<file path="config.mk">
export PLATFORM = sky130hd
export DESIGN_NAME = bcd_scan_counter
export DESIGN_NICKNAME = d
export VERILOG_FILES = /design/src/rtl/bcd_pkg.sv /design/src/rtl/bcd_digit_cell.sv /design/src/rtl/bcd_scan_counter.sv
export SDC_FILE = /design/constraint.sdc
export NUM_CORES = 1
export LEC_CHECK = 0
export BUFFER_PORTS_ARGS = -buffer_cell sky130_fd_sc_hd__buf_2
export CAP_MARGIN = 20
export CORE_AREA = 2 2 65 113
export CTS_BUF_LIST = sky130_fd_sc_hd__clkbuf_8
export CTS_CLUSTER_DIAMETER = 60
export DETAILED_ROUTE_END_ITERATION = 16
export DIE_AREA = 0 0 67 115
export PLACE_DENSITY = 0.61
export SLEW_MARGIN = 20
export SYNTH_ARGS = -nofsm -noshare
export SYNTH_HDL_FRONTEND = slang
export SYNTH_SLANG_ARGS = --single-unit
</file>
<file path="constraint.sdc">
create_clock -name clk -period 4.1 [get_ports clk]
set_input_delay 0.82 -clock clk [delete_from_list [all_inputs] [get_ports clk]]
set_output_delay 0.82 -clock clk [all_outputs]
set_load 0.02 [all_outputs]
</file>
<file path="src/rtl/bcd_pkg.sv">
`default_nettype none
// ============================================================================
// Module   : bcd_pkg
// Brief    : Shared BCD widths, limits and nibble decode/validity helpers.
// Revision : 1.0 - initial release
// ============================================================================
package bcd_pkg;

    localparam int              BCD_W   = 4;
    localparam int              DEC_W   = 10;
    localparam logic [BCD_W-1:0] BCD_MAX = 4'd9;

    function automatic logic [DEC_W-1:0] bcd_to_onehot(input logic [BCD_W-1:0] nib);
        return (nib <= BCD_MAX) ? (DEC_W'(1) << nib) : '0;
    endfunction

    function automatic logic bcd_valid(input logic [BCD_W-1:0] nib);
        return (nib <= BCD_MAX);
    endfunction

endpackage
`default_nettype wire

</file>
<file path="src/rtl/bcd_digit_cell.sv">
`default_nettype none
// ============================================================================
// Module   : bcd_digit_cell
// Brief    : One BCD digit register with clear, load and ripple carry.
// Revision : 1.0 - initial release
// ============================================================================
module bcd_digit_cell
    import bcd_pkg::*;
(
    input  logic             clk,
    input  logic             rst,
    input  logic             clr_i,
    input  logic             load_i,
    input  logic [BCD_W-1:0] load_val_i,
    input  logic             cin_i,
    output logic [BCD_W-1:0] digit_o,
    output logic             cout_o
);

    logic [BCD_W-1:0] digit_q;
    logic [BCD_W-1:0] digit_d;

    always_comb begin
        digit_d = digit_q;
        if (clr_i) begin
            digit_d = '0;
        end else if (load_i) begin
            digit_d = load_val_i;
        end else if (cin_i) begin
            digit_d = (digit_q == BCD_MAX) ? '0 : digit_q + BCD_W'(1);
        end
    end

    always_ff @(posedge clk or posedge rst) begin
        if (rst) begin
            digit_q <= '0;
        end else begin
            digit_q <= digit_d;
        end
    end

    assign digit_o = digit_q;
    assign cout_o  = cin_i & (digit_q == BCD_MAX);

endmodule
`default_nettype wire

</file>
<file path="src/rtl/bcd_scan_counter.sv">
`default_nettype none
// ============================================================================
// Module   : bcd_scan_counter
// Brief    : Multi-digit BCD counter with scanned one-hot decimal output.
//            Optional macro BCD_SCAN_LEADING_ZERO_BLANK_EN blanks leading zeros.
// Revision : 1.0 - initial release
// ============================================================================
module bcd_scan_counter
    import bcd_pkg::*;
#(
    parameter int DIGITS   = 4,
    parameter int SCAN_DIV = 1000
) (
    input  logic                    clk,
    input  logic                    rst,
    input  logic                    clr,
    input  logic                    load,
    input  logic [BCD_W*DIGITS-1:0] load_data,
    input  logic                    inc,
    output logic [BCD_W*DIGITS-1:0] cnt_val,
    output logic                    carry_out,
    output logic                    load_err,
    output logic [DIGITS-1:0]       dig_sel,
    output logic [DEC_W-1:0]        dec_out
);

    localparam int c_PRE_W = (SCAN_DIV > 1) ? $clog2(SCAN_DIV) : 1;
    localparam int c_IDX_W = (DIGITS > 1) ? $clog2(DIGITS) : 1;

    logic                 w_load_ok;
    logic                 w_do_load;
    logic                 w_do_err;
    logic [DIGITS:0]      w_carry;
    logic [BCD_W-1:0]     w_digit [DIGITS];

    always_comb begin
        w_load_ok = 1'b1;
        for (int i = 0; i < DIGITS; i++) begin
            w_load_ok = w_load_ok & bcd_valid(load_data[i*BCD_W +: BCD_W]);
        end
    end

    // Any load request, valid or not, masks a same-cycle increment.
    assign w_do_load  = load & ~clr & w_load_ok;
    assign w_do_err   = load & ~clr & ~w_load_ok;
    assign w_carry[0] = inc & ~clr & ~load;

    generate
        for (genvar g = 0; g < DIGITS; g++) begin : g_digit
            bcd_digit_cell u_cell (
                .clk        (clk),
                .rst        (rst),
                .clr_i      (clr),
                .load_i     (w_do_load),
                .load_val_i (load_data[g*BCD_W +: BCD_W]),
                .cin_i      (w_carry[g]),
                .digit_o    (w_digit[g]),
                .cout_o     (w_carry[g+1])
            );
            assign cnt_val[g*BCD_W +: BCD_W] = w_digit[g];
        end
    endgenerate

    logic carry_q;
    logic load_err_q;

    always_ff @(posedge clk or posedge rst) begin
        if (rst) begin
            carry_q    <= 1'b0;
            load_err_q <= 1'b0;
        end else begin
            carry_q    <= w_carry[DIGITS];
            load_err_q <= w_do_err;
        end
    end

    logic [c_PRE_W-1:0] pre_q;
    logic [c_PRE_W-1:0] pre_d;
    logic [c_IDX_W-1:0] idx_q;
    logic [c_IDX_W-1:0] idx_d;
    logic               w_slot_end;

    assign w_slot_end = (pre_q == c_PRE_W'(SCAN_DIV - 1));

    always_comb begin
        pre_d = w_slot_end ? '0 : pre_q + c_PRE_W'(1);
        idx_d = idx_q;
        if (w_slot_end) begin
            idx_d = (idx_q == c_IDX_W'(DIGITS - 1)) ? '0 : idx_q + c_IDX_W'(1);
        end
    end

    always_ff @(posedge clk or posedge rst) begin
        if (rst) begin
            pre_q <= '0;
            idx_q <= '0;
        end else begin
            pre_q <= pre_d;
            idx_q <= idx_d;
        end
    end

    logic [BCD_W-1:0] w_sel_nib;
    logic             w_blank;

    always_comb begin
        w_sel_nib = '0;
        for (int i = 0; i < DIGITS; i++) begin
            if (idx_q == c_IDX_W'(i)) begin
                w_sel_nib = w_digit[i];
            end
        end
    end

`ifdef BCD_SCAN_LEADING_ZERO_BLANK_EN
    // Walk down from the top digit; a slot blanks while everything at or above it is zero.
    always_comb begin : p_blank
        logic v_upper_zero;
        v_upper_zero = 1'b1;
        w_blank      = 1'b0;
        for (int i = DIGITS - 1; i >= 1; i--) begin
            v_upper_zero = v_upper_zero & (w_digit[i] == '0);
            if (idx_q == c_IDX_W'(i)) begin
                w_blank = v_upper_zero;
            end
        end
    end
`else
    assign w_blank = 1'b0;
`endif

    logic [DIGITS-1:0] dig_sel_q;
    logic [DEC_W-1:0]  dec_out_q;

    always_ff @(posedge clk or posedge rst) begin
        if (rst) begin
            dig_sel_q <= DIGITS'(1);
            dec_out_q <= DEC_W'(1);
        end else begin
            dig_sel_q <= DIGITS'(1) << idx_q;
            dec_out_q <= w_blank ? '0 : bcd_to_onehot(w_sel_nib);
        end
    end

    assign carry_out = carry_q;
    assign load_err  = load_err_q;
    assign dig_sel   = dig_sel_q;
    assign dec_out   = dec_out_q;

endmodule
`default_nettype wire

</file>
==> impl_metrics.py <==
metrics = {
    "floorplanning": {
        "rows": 40,
        "dieArea_um2": 7710,
        "core_area_um2": 6810,
        "fp.dieW_um": 67,
        "die_h_um": 115,
        "num_io_pins": 53,
        "initial_core_util_pct": 34.9,
    },
    "power_and_ir_drop": {
        "clock_power_share_pct": 33.3,
        "power.total_w": 0.000821,
        "seq_power_share_pct": 55.6,
        "leakagePower_nw": 1.26,
        "switching_share_pct": 25.6,
        "p_int_w": 0.000611,
        "p_sw_w": 0.000210,
        "vdd_drop_max_mv": 0.136,
        "combinationalPowerShare_pct": 11.1,
        "power_density_nw_per_um2": 292,
    },
    "detailed_routing": {
        "drt-total-wl_um": 5710,
        "drcViolationCount": 0,
        "drt-initial-drc-count": 89,
        "ant_nets": 0,
        "vias": 2006,
        "dr.pass1.iters": 4,
        "via_per_inst": 5.24,
        "wl_per_cell_um": 14.9,
    },
    "grt": {
        "antenna_found_initial": 0,
        "grt_pass1_vias": 1983,
        "gr-total-overflow": 0,
        "grt_util_all_layers_pct": 16.4,
        "grt_max_degree": 45,
        "grt_pass1_wl_um": 9630,
    },
    "setup_path": {
        "r2r_slack_ns": 2.12,
        "r2r_end": "g_digit[3].u_cell.digit_o[3]",
        "crit_fanout": 14,
        "critPathLaunchType": "input port",
        "crit_chain": "buf_2, o21ai_0, nand4_1, o21ai_0, o31ai_1",
        "slowest_delay_ns": 0.50,
        "cp_common_cell": "o21ai_0",
        "criticalPathCategory": "input port to register",
        "cp-end-kind": "register",
        "critPathArrivalTime_ns": 2.36,
        "slowest_stage": "nand4_1",
        "required_ns": 4.27,
        "timing.rr.start": "g_digit[0].u_cell.digit_o[1]",
        "worst_r2r_path_depth": 4,
    },
    "timing": {
        "final-max-slew-violation-count": 0,
        "tightest_slew_ns": 0.590,
        "setup_ws_ns": 1.91,
        "skew_ns": 0.00595,
        "finalCritPeriodShare_pct": 53.3,
        "max_freq_mhz": 457,
        "finalSetupTns_ns": 0,
        "hold_violations": 0,
        "finalSetupViolCount": 0,
        "slew_headroom_pct": 60.6,
        "final.min_clock_period_ns": 2.19,
        "rsz0062_at_grt": "false",
    },
    "logic_synthesis": {
        "postSynth.asyncResetShare_pct": 100,
        "ys_seq_area_share_pct": 46.5,
        "synthMuxAreaShare_pct": 1.37,
        "syn-num-nets": 271,
        "synth-edff-count": 0,
        "synthCells": 245,
        "synthXorXnorAreaFrac_pct": 5.17,
        "synth.avg_cell_area_um2": 9.69,
        "synthSimpleGateAreaFrac_pct": 24.1,
        "synth_compound_area_share_pct": 17.2,
        "synth_seq_cells": 44,
        "synth_fa_ha_area_share_pct": 2.64,
        "synth_area_leader_cell": "dfrtp_1",
        "yosysWarnings": 0,
        "synth.area.top_cells": "dfrtp_1 (44%), nor3_1 (4.6%), xnor2_1 (3.3%)",
        "synth_area_um2": 2370,
        "synth_top_family_by_area": "simple AND/OR/NAND/NOR gates",
        "synth.top_cell.area_share_pct": 44.3,
        "synth_flop_cell": "dfrtp_1",
        "synth.distinct_cells": 52,
    },
    "min_path": {
        "min_to": "pre_q[0]",
        "whs_path_depth": 1,
        "hold_start": "pre_q[0]",
        "holdCritPathClass": "register to register",
    },
    "clock_network": {
        "clock_path_buffers": 2,
        "tritoncts": "done",
        "clk_latency_ns": 0.29,
        "clk_root_buffer_cell": "clkbuf_8",
        "path_clk_slew_ns": 0.08,
        "cts.sinks": 44,
        "ctsResizeCount": 0,
        "cts_buffers": 5,
        "cts_setup_buffers": 0,
        "hold_buffers": 0,
        "htreeDepth": 2,
    },
    "layout": {
        "diodes": 0,
        "area_delta_synth_final_pct": 18.5,
        "drive_gt1_share_pct": 22.7,
        "fin_nets": 324,
        "layout.cells.non_filler": 383,
        "fin_util_pct": 41.3,
    },
    "outcome": {
        "status": "complete, no violations",
    },
    "placement": {
        "pre_cts_ws_ns": 1.54,
        "dpl.hpwl_um": 4460,
        "portBuffers": 52,
        "place_inst": 375,
        "gp_congestion": 0.820,
    },
    "job": {
        "drv_cap": 0,
    },
}
-- critical path: cells and delay by family --
| kind | cells | cell delay (ns) |
|---|---|---|
| buffers and inverters | 1 | 0.11 |
| AND/OR/NAND/NOR | 1 | 0.50 |
| AO/OA/AOI/OAI | 3 | 0.93 |
-- sequential cells by signal, indices dropped and copies added (netlist names) --
signal and count:
carry_out 1, dec_out 10, dig_sel 4, g_digit.u_cell.digit_o 16, idx_q 2, load_err 1, pre_q 10
-- layout make-up --
type | count | area [um^2]
clock buffer | 6 | 82.6
clock inverter | 2 | 11.3
fill | 720 | 4000
inverter | 11 | 41.3
multi-input combinational | 183 | 1200
sequential | 44 | 1100
tap | 84 | 105
timing repair buffer | 53 | 268
-- metrics by stage --
stage          cell area [um^2]  hold WS, ns
3_5_place_dp               2720        0.476
4_1_cts                    2810        0.487
3_3_place_gp               2720        0.443
6_report                   2810        0.475
2_1_floorplan              2370        0.433
5_1_grt                    2810        0.504
-- metal layers --
layer / vias to the layer above / track usage (%) / routed length, um
li1: 1002 / - / -
met1: 956 / 19.4 / 2240
met2: 44 / 29.2 / 3240
met3: 4 / 2.45 / 167
met4: 0 / 6.12 / 62
met5: - / 0 / 0
-- worst max path at each step --
stage | cells after the start | startpoint | slack (ns) | endpoint
after global routing | 5 | load_data[13] | 1.70 | g_digit[3].u_cell.digit_o[3]
after detailed placement | 5 | load_data[13] | 1.54 | g_digit[2].u_cell.digit_o[3]
final | 5 | load_data[13] | 1.91 | g_digit[3].u_cell.digit_o[3]
after floorplan | 4 | clr | 2.01 | g_digit[3].u_cell.digit_o[2]
after CTS | 5 | load_data[13] | 1.88 | g_digit[3].u_cell.digit_o[3]
after global placement | 5 | load_data[13] | 1.59 | g_digit[3].u_cell.digit_o[3]
-- synth_stat cells (all sizes together), types with 3 or more instances --
cell type and number:
a211oi 5, a21oi 13, a22oi 3, a311oi 5
clkbuf 6, dfrtp 42, ha 5, inv 11
nand2 17, nand2b 4, nand3 7, nand4 5
nand4bb 3, nor2 13, nor2b 10, nor3 22
nor4 3, o21ai 13, o31ai 8, xnor2 9
xor2 5
-- placed cells by master (no fill, tap or decap), drive strengths merged, types with 3 or more instances in the layout --
cell,synthesis,final
xor2,5,5
dfrtp,42,42
nand2b,4,4
nor4,3,3
o31ai,8,8
nand4,5,5
nand4bb,3,3
a311oi,5,5
xnor2,9,9
ha,5,5
nor2,13,13
nor2b,10,10
nor3,22,22
inv,11,11
a21oi,13,13
a211oi,5,5
a22oi,3,3
clkbuf,6,6
buf,1,53
nand3,7,7
nand2,17,17
o21ai,13,13
-- power groups by stage --
stage | combinational (W) | clock (W) | sequential (W)
3_5_place_dp | 0.0000920 | 0 | 0.000466
3_3_place_gp | 0.0000911 | 0 | 0.000465
6_report | 0.0000908 | 0.000274 | 0.000457
4_1_cts | 0.0000922 | 0.000286 | 0.000457
2_1_floorplan | 0.0000460 | 0 | 0.000474
5_1_grt | 0.000101 | 0.000297 | 0.000459
-- cell families (layout without fill, tap and decap cells) --
kind of cell               Yosys count  count (layout)
adders and majority gates            5               5
DFF                                 44              44
AOI/OAI and AO/OA                   61              61
buffers and inverters               18              72
and+or+nand+nor                    100             100
muxes                                3               3
xor gates and xnor gates            14              14
Power figures use the tool's default switching activity.
